`config.mk`:
```
export PLATFORM = sky130hd
export DESIGN_NAME = elevator_scheduler_flat
export DESIGN_NICKNAME = d
export VERILOG_FILES = /design/src/rtl/elevator_scheduler_if.sv /design/src/rtl/elevator_scheduler.sv /design/src/flat_wrapper.sv
export SDC_FILE = /design/constraint.sdc
export NUM_CORES = 1
export LEC_CHECK = 0
export ABC_AREA = 1
export CELL_PAD_IN_SITES_DETAIL_PLACEMENT = 1
export CELL_PAD_IN_SITES_GLOBAL_PLACEMENT = 1
export CORE_MARGIN = 10
export CORE_UTILIZATION = 45
export CTS_CLUSTER_SIZE = 25
export DETAILED_ROUTE_END_ITERATION = 12
export PLACE_DENSITY_LB_ADDON = 0.12
export SETUP_SLACK_MARGIN = 0.3
export SLEW_MARGIN = 5
export SYNTH_ARGS = -nofsm -noshare
export SYNTH_HDL_FRONTEND = slang
export SYNTH_SLANG_ARGS = --single-unit
```
`constraint.sdc`:
```
create_clock -name clk -period 5.83 [get_ports clk]
set_input_delay 0.8745 -clock clk [delete_from_list [all_inputs] [get_ports clk]]
set_output_delay 0.8745 -clock clk [all_outputs]
set_load 0.005 [all_outputs]
```
`src/rtl/elevator_scheduler_if.sv`:
```
`default_nettype none
// ============================================================================
// Module      : elevator_scheduler_if
// Description : Request/status bundle between the elevator scheduler and its
//               surroundings (buttons, display mux, car status).
// Revision    : 1.0  initial release
// ============================================================================
interface elevator_scheduler_if #(
    parameter int FLOORS = 8
);
    localparam int c_FW = $clog2(FLOORS);

    logic [FLOORS-1:0] req;
    logic [c_FW-1:0]   floor;
    logic [1:0]        state_code;
    logic              door_open;
    logic              moving;
    logic [FLOORS-1:0] pending;
    logic              disp_sel;

    modport master (
        output req,
        input  floor, state_code, door_open, moving, pending, disp_sel
    );

    modport slave (
        input  req,
        output floor, state_code, door_open, moving, pending, disp_sel
    );
endinterface
`default_nettype wire

```
`src/rtl/elevator_scheduler.sv`:
```
`default_nettype none
// ============================================================================
// Module      : elevator_scheduler
// Description : SCAN-style car scheduler with request latch, door timer and
//               free-running 7-segment display select.
// Revision    : 1.0  initial release
// ============================================================================
module elevator_scheduler #(
    parameter int FLOORS        = 8,
    parameter int TRAVEL_CYCLES = 50_000_000,
    parameter int DOOR_CYCLES   = 100_000_000,
    parameter int DISP_CYCLES   = 250_000
) (
    input  wire logic          clk,
    input  wire logic          reset,
    elevator_scheduler_if.slave bus
);
    localparam int c_FW = $clog2(FLOORS);
    localparam int c_TW = $clog2(TRAVEL_CYCLES);
    localparam int c_DW = $clog2(DOOR_CYCLES);
    localparam int c_SW = (DISP_CYCLES > 1) ? $clog2(DISP_CYCLES) : 1;
    localparam logic [c_FW-1:0] c_TOP         = c_FW'(FLOORS - 1);
    localparam logic [c_TW-1:0] c_TRAVEL_LAST = c_TW'(TRAVEL_CYCLES - 1);
    localparam logic [c_DW-1:0] c_DOOR_LAST   = c_DW'(DOOR_CYCLES - 1);
    localparam logic [c_SW-1:0] c_DISP_LAST   = c_SW'(DISP_CYCLES - 1);

    typedef enum logic [1:0] {
        S_IDLE = 2'b00,
        S_UP   = 2'b01,
        S_DOWN = 2'b10,
        S_DOOR = 2'b11
    } state_t;

    function automatic logic [FLOORS-1:0] f_onehot(input logic [c_FW-1:0] f);
        return FLOORS'(1) << f;
    endfunction

    function automatic logic f_any_above(input logic [FLOORS-1:0] v, input logic [c_FW-1:0] f);
        return |(v & ~((f_onehot(f) << 1) - FLOORS'(1)));
    endfunction

    function automatic logic f_any_below(input logic [FLOORS-1:0] v, input logic [c_FW-1:0] f);
        return |(v & (f_onehot(f) - FLOORS'(1)));
    endfunction

    state_t            r_state, w_state_nxt;
    logic [c_FW-1:0]   r_floor, w_floor_nxt;
    logic [FLOORS-1:0] r_pending;
    logic              r_last_up, w_last_up_nxt;
    logic [c_TW-1:0]   r_travel_cnt, w_travel_nxt;
    logic [c_DW-1:0]   r_door_cnt, w_door_nxt;
    logic              r_door_open, r_moving;
    logic [c_SW-1:0]   r_disp_cnt;
    logic              r_disp_sel;

    logic [FLOORS-1:0] w_here, w_req_eff, w_live, w_clear, w_step_hot;
    logic [c_FW-1:0]   w_step_floor;
    logic              w_hold, w_up_ok, w_down_ok, w_step_ahead;

    // The current floor's button is ignored while the door is open; it only
    // keeps the door open longer.
    always_comb begin
        w_here       = f_onehot(r_floor);
        w_hold       = (r_state == S_DOOR) && |(bus.req & w_here);
        w_req_eff    = bus.req & ~((r_state == S_DOOR) ? w_here : '0);
        w_live       = r_pending | w_req_eff;
        w_step_floor = (r_state == S_DOWN) ? r_floor - c_FW'(1) : r_floor + c_FW'(1);
        w_step_hot   = f_onehot(w_step_floor);
        w_up_ok      = f_any_above(w_live, r_floor) && (r_floor != c_TOP);
        w_down_ok    = f_any_below(w_live, r_floor) && (r_floor != '0);
        w_step_ahead = (r_state == S_UP) ? f_any_above(w_live, w_step_floor)
                                         : f_any_below(w_live, w_step_floor);
    end

    always_comb begin
        w_state_nxt   = r_state;
        w_floor_nxt   = r_floor;
        w_travel_nxt  = r_travel_cnt;
        w_door_nxt    = r_door_cnt;
        w_last_up_nxt = r_last_up;
        w_clear       = '0;
        case (r_state)
            S_IDLE: begin
                w_travel_nxt = '0;
                w_door_nxt   = '0;
                if (|(w_live & w_here)) begin
                    w_state_nxt = S_DOOR;
                    w_clear     = w_here;
                end else if (w_up_ok && (r_last_up || !w_down_ok)) begin
                    w_state_nxt   = S_UP;
                    w_last_up_nxt = 1'b1;
                end else if (w_down_ok) begin
                    w_state_nxt   = S_DOWN;
                    w_last_up_nxt = 1'b0;
                end
            end
            S_UP, S_DOWN: begin
                if (r_travel_cnt == c_TRAVEL_LAST) begin
                    w_floor_nxt  = w_step_floor;
                    w_travel_nxt = '0;
                    if (|(w_live & w_step_hot)) begin
                        w_state_nxt = S_DOOR;
                        w_clear     = w_step_hot;
                        w_door_nxt  = '0;
                    end else if (!w_step_ahead) begin
                        w_state_nxt = S_IDLE;
                    end
                end else begin
                    w_travel_nxt = r_travel_cnt + c_TW'(1);
                end
            end
            S_DOOR: begin
                if (w_hold) begin
                    w_door_nxt = '0;
                end else if (r_door_cnt == c_DOOR_LAST) begin
                    w_state_nxt = S_IDLE;
                    w_door_nxt  = '0;
                end else begin
                    w_door_nxt = r_door_cnt + c_DW'(1);
                end
            end
            default: w_state_nxt = S_IDLE;
        endcase
    end

    always_ff @(posedge clk or posedge reset) begin
        if (reset) begin
            r_state      <= S_IDLE;
            r_floor      <= '0;
            r_pending    <= '0;
            r_last_up    <= 1'b1;
            r_travel_cnt <= '0;
            r_door_cnt   <= '0;
            r_door_open  <= 1'b0;
            r_moving     <= 1'b0;
        end else begin
            r_state      <= w_state_nxt;
            r_floor      <= w_floor_nxt;
            r_pending    <= w_live & ~w_clear;
            r_last_up    <= w_last_up_nxt;
            r_travel_cnt <= w_travel_nxt;
            r_door_cnt   <= w_door_nxt;
            r_door_open  <= (w_state_nxt == S_DOOR);
            r_moving     <= (w_state_nxt == S_UP) || (w_state_nxt == S_DOWN);
        end
    end

    always_ff @(posedge clk or posedge reset) begin
        if (reset) begin
            r_disp_cnt <= '0;
            r_disp_sel <= 1'b0;
        end else if (r_disp_cnt == c_DISP_LAST) begin
            r_disp_cnt <= '0;
            r_disp_sel <= ~r_disp_sel;
        end else begin
            r_disp_cnt <= r_disp_cnt + c_SW'(1);
        end
    end

    assign bus.floor      = r_floor;
    assign bus.state_code = r_state;
    assign bus.door_open  = r_door_open;
    assign bus.moving     = r_moving;
    assign bus.pending    = r_pending;
    assign bus.disp_sel   = r_disp_sel;
endmodule
`default_nettype wire
```
`src/flat_wrapper.sv`:
```
// flat-port wrapper written by rule: the top's interface ports become plain ports
module elevator_scheduler_flat 
#(
    parameter int FLOORS        = 8,
    parameter int TRAVEL_CYCLES = 50_000_000,
    parameter int DOOR_CYCLES   = 100_000_000,
    parameter int DISP_CYCLES   = 250_000
)
  (clk, reset, bus_req, bus_floor, bus_state_code, bus_door_open, bus_moving, bus_pending, bus_disp_sel);
  elevator_scheduler_if #(.FLOORS(FLOORS)) bus_i ();
  input  wire logic clk;
  input  wire logic reset;
  input wire logic [$bits(bus_i.req)-1:0] bus_req;
  output wire logic [$bits(bus_i.floor)-1:0] bus_floor;
  output wire logic [$bits(bus_i.state_code)-1:0] bus_state_code;
  output wire logic [$bits(bus_i.door_open)-1:0] bus_door_open;
  output wire logic [$bits(bus_i.moving)-1:0] bus_moving;
  output wire logic [$bits(bus_i.pending)-1:0] bus_pending;
  output wire logic [$bits(bus_i.disp_sel)-1:0] bus_disp_sel;
  assign bus_i.req = bus_req;
  assign bus_floor = bus_i.floor;
  assign bus_state_code = bus_i.state_code;
  assign bus_door_open = bus_i.door_open;
  assign bus_moving = bus_i.moving;
  assign bus_pending = bus_i.pending;
  assign bus_disp_sel = bus_i.disp_sel;
  elevator_scheduler #(.FLOORS(FLOORS), .TRAVEL_CYCLES(TRAVEL_CYCLES), .DOOR_CYCLES(DOOR_CYCLES), .DISP_CYCLES(DISP_CYCLES)) u_core (.clk(clk), .reset(reset), .bus(bus_i));
endmodule
```
==> impl_results.md <==
* Placed inst area at 0.006195 mm^2
* Reg2reg end: u_core.bus.moving$_DFF_PP0_
* Starting Density at 0.4611
* CP required at roughly 6 ns
* Worst-path clk slew at 0.07 ns
* Status: finished clean
* Hold Crit Class: flip-flop to flip-flop
* Avg WL per Cell at about 17 um
* Clock network fraction of design power at 0.481
* Slew Viols, Final at 0
* EDFF count, synth at 0
* Root buffer selected by CTS: clkbuf_16
* Synth Instances at 786
* Crit path kind: flip-flop to flip-flop
* Drt pass-1 iters at 4
* CTS Buffer Depth at 2
* Boundary pin count at 26
* VDD IR-drop max at 0.0001289 V
* 1st-iter DRT viols at ~430
* Yosys top cell area share at 0.3741
* Ranking of synthesized cells by area: dfrtp_1 (37%), nand2_1 (9.1%), inv_1 (7.5%), nand3_1 (5.2%), a21oi_1 (4.9%)
* Flops & latches, synth at a little under 90
* Hold Vio Cnt, Final at 0
* Via total after detailed routing at 5563
* Least-Margin Pin Slew at about 0.87 ns
* Filler Cells Inserted at roughly 1600
* CTS-repair resized insts at 0
* Slew HR at 0.4226
* Most common cell in the netlist: nand2_1
* Largest net degree at the start of global routing at 62
* Pwr/cell area at 191.9 mW/mm^2
* Initial antenna violation count at 0
* CP endpoint kind: flip-flop
* Register area share after synthesis at 0.3786
* Max_cap viols at 0
* Net Sw Frac at 0.2225
* Reg power frac at 0.492
* Die H at 133.7 um
* Syn avg cell area at 7.404 um^2
* P&R area growth vs syn at 11.74%
* Synth Flop Type: dfrtp_1
* Diodes inserted at 0
* First-pass GRT wire length at 29010 um
* R2R Path Start: u_core.bus.floor[0]$_DFFE_PP0P_
* Rows at 41
* Syn. warnings at 0
* Startpoint Class: flip-flop
* Setup_tns at 0 ns
* RSZ-0062 raised after global routing: false
* Period utilization at 0.6543
* Via/cell ratio at 5.642
* Worst r2r path cells at 22
* DP HPWL at between 10000 and 15000 um
* Grt ovf at 0
* Crit. Startpoint: u_core.bus.floor[0]$_DFFE_PP0P_
* Vias in the first global route at 5933
* Post-synth ARST share at 1.000
* Routability cong. at 0.8968
* Die area at 0.01788 mm^2
* IO Port Bufs at 25
* Post-synthesis net count at between 800 and 900
* Final wirelength at 16860 um
* R2R setup slack at 2.02 ns
* Die X at about 130 um
* Sink Count at 88
* Min cycle time layout at 3.815 ns
* Comb pwr share at 0.027
* CTS tree: built
* Final Cell Area at between 0.006 and 0.007 mm^2
* WP data arrival at 4.05 ns
* Critical-path maximum fanout at 11
* Setup violators final at 0
* Num CTS Buffers at 9
* Postcts setup bufs at 0
* Commonest cells in the netlist: nand2_1 (141), inv_1 (117), dfrtp_1 (87)
* Setup crit end: u_core.bus.moving$_DFF_PP0_
* Core area at 0.01262 mm^2
* Area leader, netlist: dfrtp_1
* H-tree levels at 3
* Clock Skew at approximately 0.0063 ns
* Synthesized cell area at 0.005819 mm^2
* Fmax at between 200 and 300 MHz
* Cell-internal power at 970.1 uW
* Proportion of layout cells with a drive suffix above 1 at 0.07002
* Overall Global Routing Usage at 0.1939
* Antenna violation net count after detailed routing at 0
* Leakage at between 2 and 3 nW
* DRC Markers at 0
* # nets final at between 800 and 900
* P_sw at 277.6 uW
* Synth cell types at 60
* Clk_lat worst skew at 0.35 ns
* Post-CTS Hold Buffers at 0
[power by group through the flow]
stage          registers, mW  logic (mW)  clock network (mW)
2_1_floorplan          0.625      0.0198                   0
3_3_place_gp           0.625      0.0344                   0
3_5_place_dp           0.625      0.0353                   0
4_1_cts                0.614      0.0353               0.616
5_1_grt                0.614      0.0391               0.641
6_report               0.614      0.0339               0.600
[critical path, stage by stage (launching register included)]
cell and delay [ns]:
dfrtp_1 0.65, inv_2 0.23, fa_1 0.52, inv_1 0.13, nand2_4 0.11, nand2_4 0.10
nor2_1 0.07, inv_1 0.10, ha_1 0.31, nand4_1 0.15, nand2_1 0.15, nor2_1 0.06
nor2_1 0.09, nand3_1 0.13, nor2_1 0.13, nand2_1 0.06, nand2_1 0.07, nand2_1 0.08
nand2_1 0.08, nand2_1 0.05, nand2_1 0.05, a21oi_1 0.09, ha_1 0.29
[kinds of logic after synthesis]
logic type                 Yosys count  synth area share
and+or+nand+nor                    386            0.3182
buffers and inverters              142            0.1004
AOI/OAI and AO/OA                  140            0.1451
DFF                                 88            0.3786
adders and majority gates           17           0.03784
xor gates and xnor gates            12           0.01806
muxes                                1          0.001720
[per-stage QoR]
step	power [mW]	util	setup slack, ns	std cells	hold slack [ns]
floorplan	0.6446	-	2.679	786	0.4329
global placement	0.6597	0.4909	2.131	970	0.4528
detailed placement	0.6607	0.4909	2.055	970	0.4651
CTS	1.265	0.5153	2.038	986	0.4691
global route	1.294	0.5153	1.710	986	0.4974
finish	1.248	0.5153	2.015	986	0.4620
[worst min-delay path by stage]
stage                                         start                              end  slack, ns  cells after the start
floorplan            u_core.r_disp_cnt[0]$_DFF_PP0_   u_core.r_disp_cnt[0]$_DFF_PP0_       0.43                      1
global placement     u_core.r_disp_cnt[0]$_DFF_PP0_   u_core.r_disp_cnt[0]$_DFF_PP0_       0.45                      1
detailed placement   u_core.r_disp_cnt[0]$_DFF_PP0_   u_core.r_disp_cnt[0]$_DFF_PP0_       0.47                      1
CTS                  u_core.r_disp_cnt[0]$_DFF_PP0_   u_core.r_disp_cnt[0]$_DFF_PP0_       0.47                      1
global route        u_core.bus.disp_sel$_DFFE_PP0N_  u_core.bus.disp_sel$_DFFE_PP0N_       0.50                      1
finish               u_core.r_disp_cnt[0]$_DFF_PP0_   u_core.r_disp_cnt[0]$_DFF_PP0_       0.46                      1
[layout by cell type (no fill, tap or decap), types with 4 or more instances in the layout]
| cell | count |
|---|---|
| nor3b_1 | 6 |
| clkdlybuf4s50_1 | 25 |
| nand2_2 | 8 |
| nor3_1 | 29 |
| o21ai_1 | 6 |
| nand2_1 | 141 |
| a31oi_1 | 4 |
| ha_1 | 16 |
| a22oi_1 | 4 |
| o31ai_1 | 7 |
| nand4_1 | 29 |
| inv_2 | 6 |
| nor2_1 | 75 |
| xor2_1 | 9 |
| a21oi_1 | 57 |
| nor4_1 | 15 |
| o22ai_1 | 5 |
| o21ai_0 | 26 |
| nand3_1 | 60 |
| inv_1 | 116 |
| o21a_1 | 5 |
| clkbuf_16 | 9 |
| dfrtp_1 | 87 |
[layout make-up]
cell class,instances,area (um^2),share of cell area
multi-input combinational,556,3032,0.4662
sequential,88,2203,0.3388
inverter,128,486.7,0.07485
timing repair buffer,26,257.7,0.03964
clock buffer,11,242.7,0.03733
tap,172,215.2,0.03310
clock inverter,5,65.06,0.01001
[state kept, by name (all words and copies together), names as in the netlist]
register               cells
u_core.bus.disp_sel        1
u_core.bus.door_open       1
u_core.bus.floor           3
u_core.bus.moving          1
u_core.bus.pending         8
u_core.bus.state_code      2
u_core.r_disp_cnt         18
u_core.r_door_cnt         27
u_core.r_last_up           1
u_core.r_travel_cnt       26
[per-layer routing]
layer  part of all wire  GRT usage  vias to the layer above
li1                   -          -                     2695
met1               0.44     0.2304                     2751
met2               0.51     0.3439                       91
met3              0.030    0.03459                       26
met4              0.017    0.06409                        0
met5                  0          0                        -
(Power assumes the default switching activity.)
